$ cat config.mk
export PLATFORM = sky130hd
export DESIGN_NAME = lrc_check
export DESIGN_NICKNAME = d
export VERILOG_FILES = /design/src/rtl/lrc_pkg.sv /design/src/rtl/lrc_accum.sv /design/src/rtl/lrc_check.sv
export SDC_FILE = /design/constraint.sdc
export NUM_CORES = 1
export LEC_CHECK = 0
export ABC_CLOCK_PERIOD_IN_PS = 5400
export BUFFER_PORTS_ARGS = -buffer_cell sky130_fd_sc_hd__buf_2
export CORE_MARGIN = 4
export CORE_UTILIZATION = 50
export CTS_CLUSTER_SIZE = 10
export DETAILED_ROUTE_END_ITERATION = 10
export PLACE_DENSITY = 0.8
export SETUP_SLACK_MARGIN = 0.02
export SLEW_MARGIN = 5
export SYNTH_ARGS = -nofsm -noshare
export SYNTH_HDL_FRONTEND = slang
export SYNTH_SLANG_ARGS = --single-unit
$ cat constraint.sdc
create_clock -name clk -period 5.4 [get_ports clk]
set_clock_uncertainty 0.1 [all_clocks]
set_input_delay 0.54 -clock clk [delete_from_list [all_inputs] [get_ports clk]]
set_output_delay 0.54 -clock clk [all_outputs]
set_load 0.01 [all_outputs]
$ cat src/rtl/lrc_pkg.sv
// Shared types and helpers for the LRC receive checker.
// Latency: n/a (package only).
// Backpressure: n/a (package only).
package lrc_pkg;

  typedef enum logic [1:0] {
    IDLE   = 2'd0,
    ACCUM  = 2'd1,
    REPORT = 2'd2
  } state_t;

  localparam logic [7:0] LRC_INIT     = 8'h00;
  localparam int         LRC_ERRCNT_W = 16;

  // Two's complement of the running sum; the LRC makes payload + check wrap to zero.
  function automatic logic [7:0] lrc_finalize(input logic [7:0] sum);
    return (sum ^ 8'hFF) + 8'h01;
  endfunction

endpackage

$ cat src/rtl/lrc_accum.sv
// Mod-256 byte accumulator with synchronous clear and add enable; exposes sum and its LRC.
// Latency: sum updates one cycle after en; lrc is combinational from sum.
// Backpressure: none, the caller qualifies en.
module lrc_accum
  import lrc_pkg::*;
(
  input  logic       clk,
  input  logic       rst_n,
  input  logic       clr,
  input  logic       en,
  input  logic [7:0] din,
  output logic [7:0] sum,
  output logic [7:0] lrc
);

  // Clear has priority over add; the sum wraps with no carry kept.
  always_ff @(posedge clk or negedge rst_n) begin
    if (!rst_n) begin
      sum <= LRC_INIT;
    end else if (clr) begin
      sum <= LRC_INIT;
    end else if (en) begin
      sum <= sum + din;
    end
  end

  // LRC of whatever has been accumulated so far.
  always_comb begin
    lrc = lrc_finalize(sum);
  end

endmodule

$ cat src/rtl/lrc_check.sv
// Receive-side LRC checker: verdict, length and overrun once per frame (optional err_count via LRC_CHECK_STATS_EN).
// Latency: result pulse (res_valid) one cycle after the check byte is accepted.
// Backpressure: in_ready drops for the single REPORT cycle and while in reset; otherwise always ready.
module lrc_check
  import lrc_pkg::*;
#(
  parameter  int MAX_LEN = 64,
  localparam int LEN_W   = $clog2(MAX_LEN + 1)
) (
  input  logic             clk,
  input  logic             rst_n,
  input  logic             in_valid,
  input  logic [7:0]       in_data,
  input  logic             in_last,
  output logic             in_ready,
  output logic             res_valid,
  output logic             res_ok,
  output logic             res_overrun,
  output logic [7:0]       res_lrc,
`ifdef LRC_CHECK_STATS_EN
  output logic [LRC_ERRCNT_W-1:0] err_count,
`endif
  output logic [LEN_W-1:0] res_len
);

  localparam logic [LEN_W-1:0] LEN_MAX = LEN_W'(MAX_LEN);

  state_t           state, state_nxt;
  logic             accept;
  logic             acc_clr, acc_en, ld_res;
  logic [7:0]       acc_sum, acc_lrc;
  logic [LEN_W-1:0] len;
  logic             overrun;
  logic             chk_match;

  lrc_accum u_accum (
    .clk   (clk),
    .rst_n (rst_n),
    .clr   (acc_clr),
    .en    (acc_en),
    .din   (in_data),
    .sum   (acc_sum),
    .lrc   (acc_lrc)
  );

  // Ready is held low while reset is asserted and for the report bubble.
  always_comb begin
    in_ready  = rst_n && (state != REPORT);
    accept    = in_valid && in_ready;
    res_valid = (state == REPORT);
    // Check byte matches the LRC exactly when payload sum plus check wraps to zero.
    chk_match = ((acc_sum + in_data) == 8'h00);
  end

  // State register.
  always_ff @(posedge clk or negedge rst_n) begin
    if (!rst_n) begin
      state <= IDLE;
    end else begin
      state <= state_nxt;
    end
  end

  // Next state and accumulator / result-load strobes.
  always_comb begin
    state_nxt = state;
    acc_clr   = 1'b0;
    acc_en    = 1'b0;
    ld_res    = 1'b0;
    case (state)
      IDLE, ACCUM: begin
        if (accept) begin
          if (in_last) begin
            ld_res    = 1'b1;
            state_nxt = REPORT;
          end else begin
            acc_en    = 1'b1;
            state_nxt = ACCUM;
          end
        end
      end
      REPORT: begin
        acc_clr   = 1'b1;
        state_nxt = IDLE;
      end
      default: begin
        acc_clr   = 1'b1;
        state_nxt = IDLE;
      end
    endcase
  end

  // Payload length saturates at MAX_LEN; further payload bytes flag overrun but still feed the sum.
  always_ff @(posedge clk or negedge rst_n) begin
    if (!rst_n) begin
      len     <= '0;
      overrun <= 1'b0;
    end else if (state == REPORT) begin
      len     <= '0;
      overrun <= 1'b0;
    end else if (accept && !in_last) begin
      if (state == IDLE) begin
        len <= LEN_W'(1);
      end else if (len < LEN_MAX) begin
        len <= len + LEN_W'(1);
      end else begin
        overrun <= 1'b1;
      end
    end
  end

  // Result fields captured on the check beat and held until the next frame's check beat.
  always_ff @(posedge clk or negedge rst_n) begin
    if (!rst_n) begin
      res_ok      <= 1'b0;
      res_overrun <= 1'b0;
      res_lrc     <= 8'h00;
      res_len     <= '0;
    end else if (ld_res) begin
      res_ok      <= chk_match && !overrun;
      res_overrun <= overrun;
      res_lrc     <= acc_lrc;
      res_len     <= len;
    end
  end

`ifdef LRC_CHECK_STATS_EN
  // Saturating count of failed frames, bumped during the report cycle.
  always_ff @(posedge clk or negedge rst_n) begin
    if (!rst_n) begin
      err_count <= '0;
    end else if (res_valid && !res_ok && (err_count != {LRC_ERRCNT_W{1'b1}})) begin
      err_count <= err_count + 1'b1;
    end
  end
`endif

endmodule

After elaboration in Yosys (flattened, before gate mapping)

Index checks and enable logic that the tools add are counted.

Register bits: 35
Bits in latches: 0
RAM bits: 0
ROM bits: 0
Input bits: 12
Output and inout port bits: 19
Word-level logic and storage cells: 52
Memories kept: 0

Add/subtract/negate cells: 3
Multiply operators: 0
Div/mod/pow operators: 0
Magnitude comparators: 1
Equality and inequality tests: 7
Shifts and indexed selects: 0
Muxes and demuxes: 19
Bitwise gates (word level): 1
Reductions and logical operators: 13

Operators by type and width:

| kind                | number |
|---|---|
| $mux 7              | 4 |
| $mux 8              | 2 |
| $mux 1              | 10 |
| $ne 2x2->1 const B  | 5 |
| $add 8x1->8 const B | 1 |
| $add 8x8->8         | 1 |
| $logic_not 8->1     | 1 |
| $not 8->8           | 1 |
| $add 7x1->7 const B | 1 |
| $lt 7x7->1 const B  | 1 |
| $mux 2              | 3 |
| $logic_and 1x1->1   | 4 |
| $reduce_and 3->1    | 1 |
| $reduce_bool 3->1   | 1 |
| $eq 2x1->1 const B  | 1 |
| $eq 2x2->1 const B  | 1 |
| $logic_not 1->1     | 2 |
| $logic_not 2->1     | 1 |
| $reduce_and 2->1    | 1 |
| $reduce_bool 2->1   | 1 |
| $reduce_or 2->1     | 1 |

Longest topological paths before layout

Gate-level depths: netlist of the first run.

Depth after elaboration: 7
Mapped depth: 7
Mapped depth without buffers: 7

Hierarchy

From an unflattened synthesis of the first run, not the netlist that was laid out.

Cell total of the unflattened synthesis: 246
Area total of the unflattened synthesis: 2245.9 um^2

By module, submodules not included:

| module    | instances | cells each | area each (um^2) | seq. area each (um^2) |
|---|---|---|---|---|
| lrc_check | 1         | 162        | 1476.4           | 675.6 |
| lrc_accum | 1         | 84         | 769.5            | 200.2 |

Worst setup path after synthesis of the first run

No wires, ideal clock.

Path kind: in2reg
Start: in in_data[0]
End: reg res_ok
Library setup time: 0.092 ns
Arrival time: 2.247 ns
Data required time: 5.208 ns
Path slack: 2.961 ns
Stages: 7
Buffers on the path: 0
Path through: ha_1 > fa_1 > a21o_1 > a21oi_1 > xnor2_1 > or4_1 > o31ai_2

Longest elaborated chain between the ends: 3

RTL lines:

| element              | RTL line         | source |
|---|---|---|
| from (decl)          | lrc_check.sv:13  | `input logic [7:0] in_data,` |
| $add 8x8->8          | lrc_check.sv:52  | `chk_match = ((acc_sum + in_data) == 8'h00);` |
| $logic_not 8->1      | lrc_check.sv:52  |  |
| $logic_and 1x1->1    | lrc_check.sv:120 | `res_ok <= chk_match && !overrun;` |
| to (signal assigned) | lrc_check.sv:120 |  |
| to (decl)            | lrc_check.sv:17  | `output logic res_ok,` |

No other way between the ends.
A chain may end at the register's enable or synchronous reset.

Final worst setup path of the first run

Start: in rst_n
End: reg res_ok

Longest elaborated chain between the ends: 4

RTL lines:

| element           | RTL line        | source |
|---|---|---|
| from (decl)       | lrc_check.sv:11 | `input logic rst_n,` |
| $logic_and 1x1->1 | lrc_check.sv:48 | `in_ready = rst_n && (state != REPORT);` |
| $logic_and 1x1->1 | lrc_check.sv:49 | `accept = in_valid && in_ready;` |
| $mux 1            | lrc_check.sv:72 | `if (accept) begin` |
| $mux 1            | lrc_check.sv:70 | `case (state)` |

No other way between the ends.

==> run metrics, run 1 <==
largest net degree at the start of global routing=41; RR Startpoint=state[1]; register bit total from synthesis=35; # DRC=0; crit path from=rst_n; fin crit share=0.542; sequential cell area fraction in the yosys report=0.475; # port buffers=30; warnings from Yosys=0; WS Path Type=in2reg; Sequential Power Share=0.429; Die ar.=4730 um2; Max Root-Sink Buffers=2; detailed placement HPWL=2630 um; Max-Cap Viols=0; worst slew pin tran=0.879 ns; WL final=3580 um; vias per inst=5.15; net switching power=312 uW; max incr delay on CP=0.79 ns; Fin Setup TNS=0 ns; Cell Count, Final, Fillers Out=281; DRT Pass-1 Iters=4; CTS tree=built; Chip Width=68.8 um; cts hold-fix bufs=0; P_leak=0.00107 uW; Min Hold Slack=0.189 ns; Final Setup Violations=0; PwrDens=413 nW/um2; Root Buffer=clkbuf_8; final hold vios=0; WL/cell=12.7 um; design area=2140 um2; global-route wire length before repair=6020 um; Clock Sinks=35; Hold Crit Class=in2async; cell with the largest stage delay on the worst path=nand4b_1; worst ir drop on vdd=0.178 mV; Cells after Synth=202; H-tree level count=2; final setup margin=2.47 ns; Area Overhead vs Synth=16.1%; Placed Cells=273; Max FO, Critical Path=40; Synth cell types=37; mean post-synth cell area=9.14 um2; crit path buf inv count=3; # resized after CTS=0; Net Sw Frac=0.353; Critical Path Sink Type=register; Pins Over Slew Limit=0; Clk pin slew, worst setup/hold paths=0.07 ns; arrival time at the worst endpoint=3.02 ns; Antenna Cells=0; layout cells sized above 1=0.183; Crit path max-delay family=simple AND/OR/NAND/NOR gates; Final nets=256; pre-CTS WS=2.16 ns; synthesized cell area=1850 um2; crit path launch type=primary input; Initial Util=0.536; total grt overflow=0; achievable frequency=0.342 GHz; power share of the combinational group=0.335; GPL Wtd Cong=0.820; DP Area=2040 um2; post-CTS setup buffer count=0; worst-skew pair later-pin latency=0.28 ns; clock share of power=0.237; vias in the first global route=1326; fin crit period=2.93 ns; Vias=1448; Syn Nets=224; CP cell instances=buf_2 > buf_4 > nand4b_1 > clkinv_1 > nand3_1 > or4_1 > o31ai_2; Global Route Usage Sum=0.170; Max-slew headroom=0.411; Worst Path Required=5.49 ns; Int Pwr=572 uW; Routed Antenna Nets=0; Die H=68.8 um; area of the core=3440 um2; starting DRC count in detailed routing=92; I/O pin count=31; RSZ-0062 raised after global routing=false; outcome=completed; CTS Buf Count=5; initial antenna violation count=0; # rows=21
-- worst paths after layout --
| check | to | slack, ns | cells after the start |
|---|---|---|---|
| worst min register to register | res_len[4] | 0.38 | 2 |
| worst min-delay path | u_accum.sum[7] | 0.19 | 2 |
| worst max-delay path | res_ok | 2.47 | 7 |
| worst max register to register | res_ok | 2.64 | 5 |
| max in group asynchronous | len[2] | 4.70 | 2 |
| min in group clk | res_len[4] | 0.38 | 2 |
-- layout by cell type, fill, tap and decap left out, types with 2 or more instances in the layout --
cell and instances:
nand2_1 53, dfrtp_1 35, buf_2 30, nor2_1 16
a21oi_1 14, o21ai_0 10, ha_1 9, xnor2_1 8
xor2_1 7, clkbuf_8 7, inv_1 4, nand3_1 4
nor3_1 3, a21o_1 3, a211oi_1 3, nor2b_1 2
or3_1 2, and3b_1 2, o31ai_1 2
-- final cells by class --
type | count | area (um2)
Fill cell | 303 | 1300
Multi-Input combinational cell | 156 | 928
Sequential cell | 35 | 876
Timing Repair Buffer | 31 | 158
Clock buffer | 7 | 96.3
Tap cell | 46 | 57.6
Inverter | 5 | 18.8
Clock inverter | 1 | 7.51
-- sequential cells by signal, summed over array words and instances, names as in the netlist --
| name | count |
|---|---|
| overrun | 1 |
| res_ok | 1 |
| res_lrc | 8 |
| res_len | 7 |
| res_overrun | 1 |
| state | 2 |
| u_accum.sum | 8 |
| len | 7 |
-- power groups by stage --
stage               Clock (uW)  Sequential [uW]  Combinational, uW
floorplan                    0              386                203
global placement             0              381                292
detailed placement           0              384                296
CTS                        210              379                298
global route               221              390                338
finish                     209              379                296
-- metal layers --
layer  wire, um  global-route usage  vias to the layer above  share of wire
li1           -                   -                      755              -
met1       1820               0.244                      662           0.51
met2       1580               0.251                       29           0.44
met3        160              0.0551                        2          0.045
met4         13              0.0365                        0         0.0036
met5          0                   0                        -              0
-- per-stage QoR --
step,util,power (uW)
finish,0.622,884
global route,0.622,949
CTS,0.622,887
detailed placement,0.592,680
global placement,0.592,674
floorplan,-,589
-- synthesized netlist by cell type (all sizes together) --
master,number,area share
clkinv,1,0.0020
nand2,53,0.11
nor2b,2,0.0068
nor3b,1,0.0041
mux2,1,0.0061
fa,1,0.011
or4b,1,0.0054
o21ai,11,0.030
o2111ai,1,0.0047
xor2,7,0.033
a311oi,1,0.0047
nand3,4,0.011
a21oi,15,0.043
o221ai,1,0.0047
or4,1,0.0041
inv,4,0.0081
and3b,2,0.0095
a21o,3,0.012
a211oi,4,0.019
nand4,1,0.0034
nor2,16,0.033
a311o,1,0.0054
or3,2,0.0068
xnor2,8,0.038
o211ai,1,0.0041
nand3b,1,0.0041
dfrtp,35,0.47
nand4b,1,0.0047
clkbuf,6,0.012
o31ai,3,0.015
nand2b,1,0.0034
ha,9,0.061
nor3,3,0.0081
-- cell families after synthesis --
family / after synthesis / share of synthesized area
and+or+nand+nor: 89 / 0.212
AOI/OAI and AO/OA: 41 / 0.142
DFF: 35 / 0.475
xor gates and xnor gates: 15 / 0.0712
buffers and inverters: 11 / 0.0224
adders and majority gates: 10 / 0.0719
muxes: 1 / 0.00610
No activity file was read; power rests on OpenSTA's default activity.
==> run 2: changes to the inputs <==
ABC_CLOCK_PERIOD_IN_PS = 2800   (was 5400)
clock period = 2.8 ns   (was 5.4 ns; I/O delays follow)
==> run 2 against run 1 <==
Via count grew 5.2%. Die area is the same. Core utilization grew 0.91 points. Final area grew 1.5%. Largest power group unchanged. Highest routed layer unchanged.
==> run metrics, run 2 (synthesized netlist as in run 1, its figures left out) <==
P_leak=0.00108 uW (+1.8%); # rows=21 (unchanged); fin crit share=0.864; Clock Sinks=35 (unchanged); detailed placement HPWL=2760 um (+4.7%); Root Buffer=clkbuf_8; arrival time at the worst endpoint=2.52 ns (-0.50 ns); starting DRC count in detailed routing=109 (+18%); Die ar.=4730 um2 (unchanged); cell with the largest stage delay on the worst path=or4_1; outcome=completed; Max-Cap Viols=0 (unchanged); Die H=68.8 um (unchanged); layout cells sized above 1=0.186 (+0.00268); WL met1=1820 um (-0.33%); WHS Path Cells=4; Max-slew headroom=0.676 (+0.265); Antenna Cells=0 (unchanged); WL met3=242 um (+51%); Max FO, Critical Path=4 (-90%); crit path buf inv count=0 (-3); WL met2=1730 um (+9.6%); Pins Over Slew Limit=0 (unchanged); CTS tree=built; I/O pin count=31 (unchanged); Worst Path Required=2.90 ns (-2.59 ns); max incr delay on CP=0.53 ns (-0.26 ns); Cell Count, Final, Fillers Out=283 (+0.71%); vias in the first global route=1391 (+4.9%); WS Path Type=reg2reg; # port buffers=30 (unchanged); Chip Width=68.8 um (unchanged); crit path launch type=register; area of the core=3440 um2 (unchanged); worst r2r path cells=7 (+2); RR Startpoint=u_accum.sum[0]; Hold EP=state[0]; CP cell instances=ha_1 > fa_1 > a21o_1 > a21oi_1 > xnor2_1 > or4_1 > o31ai_2; worst ir drop on vdd=0.378 mV (+110%); post-CTS setup buffer count=0 (unchanged); Final nets=258 (+0.78%); WL/cell=13.6 um (+6.7%); Crit path max-delay family=adder cells; achievable frequency=0.413 GHz; Global Route Usage Sum=0.186 (+0.0153); Largest regs=res_lrc x8, u_accum.sum x8; CTS Buf Count=5 (unchanged); Vias=1524 (+5.2%); final hold vios=0 (unchanged); global-route wire length before repair=6410 um (+6.5%); Clk pin slew, worst setup/hold paths=0.07 ns (about the same); total grt overflow=0 (unchanged); worst reg2reg setup slack=0.38 ns (-2.26 ns); RSZ-0062 raised after global routing=false; # DRC=0 (unchanged); Initial Util=0.536 (unchanged); PwrDens=824 nW/um2 (+100%); Fin Setup TNS=0 ns (unchanged); Final Setup Violations=0 (unchanged); Placed Cells=274 (+0.37%); Critical Path Sink Type=register; most frequent cells in the layout=nand2_1, dfrtp_1, buf_2; worst slew pin tran=0.486 ns (-0.393 ns); RR Endpoint=res_ok; most common cell after layout, fill and taps aside=nand2_1; DRT Pass-1 Iters=4 (unchanged); largest net degree at the start of global routing=30 (-27%); H-tree level count=2 (unchanged); Max Root-Sink Buffers=2 (unchanged); top sig layer=met4; initial antenna violation count=0 (unchanged); fin crit period=2.42 ns; WL final=3850 um (+7.5%); Area Overhead vs Synth=17.8%; vias per inst=5.39 (+4.5%); Routed Antenna Nets=0 (unchanged); worst-skew pair later-pin latency=0.29 ns (about the same); Hold Crit Class=in2reg; GPL Wtd Cong=0.870 (+6.1%); Hold Startpoint=in_valid
## run 2: timing repair
item	CTS	global route
gates resized for setup	0	0
hold buffers	1	0
endpoints found under the hold margin	8	0
## run 2: worst max path at each step
| stage | from | endpoint | slack, ns | depth (start not counted) |
|---|---|---|---|---|
| floorplan | u_accum.sum[0] | res_ok | 0.52 | 7 |
| global placement | in_data[0] | res_ok | 0.47 | 8 |
| detailed placement | in_data[0] | res_ok | 0.43 | 8 |
| CTS | u_accum.sum[0] | res_ok | 0.39 | 7 |
| global route | u_accum.sum[0] | res_ok | 0.26 | 7 |
| finish | u_accum.sum[0] | res_ok | 0.38 | 7 |
## run 2: worst register-to-register path, delay by kind of cell, from the launching register on
family,cells,cell delay [ns]
AND/OR/NAND/NOR,1,0.53
AO/OA/AOI/OAI,3,0.54
XOR/XNOR,1,0.11
flip-flops,1,0.40
adder cells (fa/ha/maj),2,0.67
## run 2: stage by stage
stage	total power (uW)	area [um2]	hold WS (ns)	util	setup WS [ns]
3_3_place_gp	1290	2050	0.0596	0.594	0.471
5_1_grt	1910	2170	0.296	0.631	0.260
4_1_cts	1800	2170	0.253	0.631	0.391
2_1_floorplan	1140	1850	-0.116	-	0.521
3_5_place_dp	1320	2050	0.0592	0.594	0.429
6_report	1790	2170	0.253	0.631	0.379
## run 2: power breakdown
group	leakage [uW]	switching (uW)	internal, uW	total, uW
registers	0.000458	107	621	728
logic	0.000565	330	262	592
clock network	0.0000612	182	288	470
## run 2: routing by layer
layer / vias to the layer above / GRT usage
li1: 765 / -
met1: 708 / 0.255
met2: 46 / 0.284
met3: 5 / 0.0567
met4: 0 / 0.0535
met5: - / 0
## run 2: cell type report
type | count | area [um2]
inverters | 5 | 18.8
well taps | 46 | 57.6
fillers | 300 | 1270
flip-flops and latches | 35 | 876
clock inverters | 2 | 35.0
clock buffers | 6 | 82.6
repair buffers | 33 | 175
multi-input cells | 156 | 928
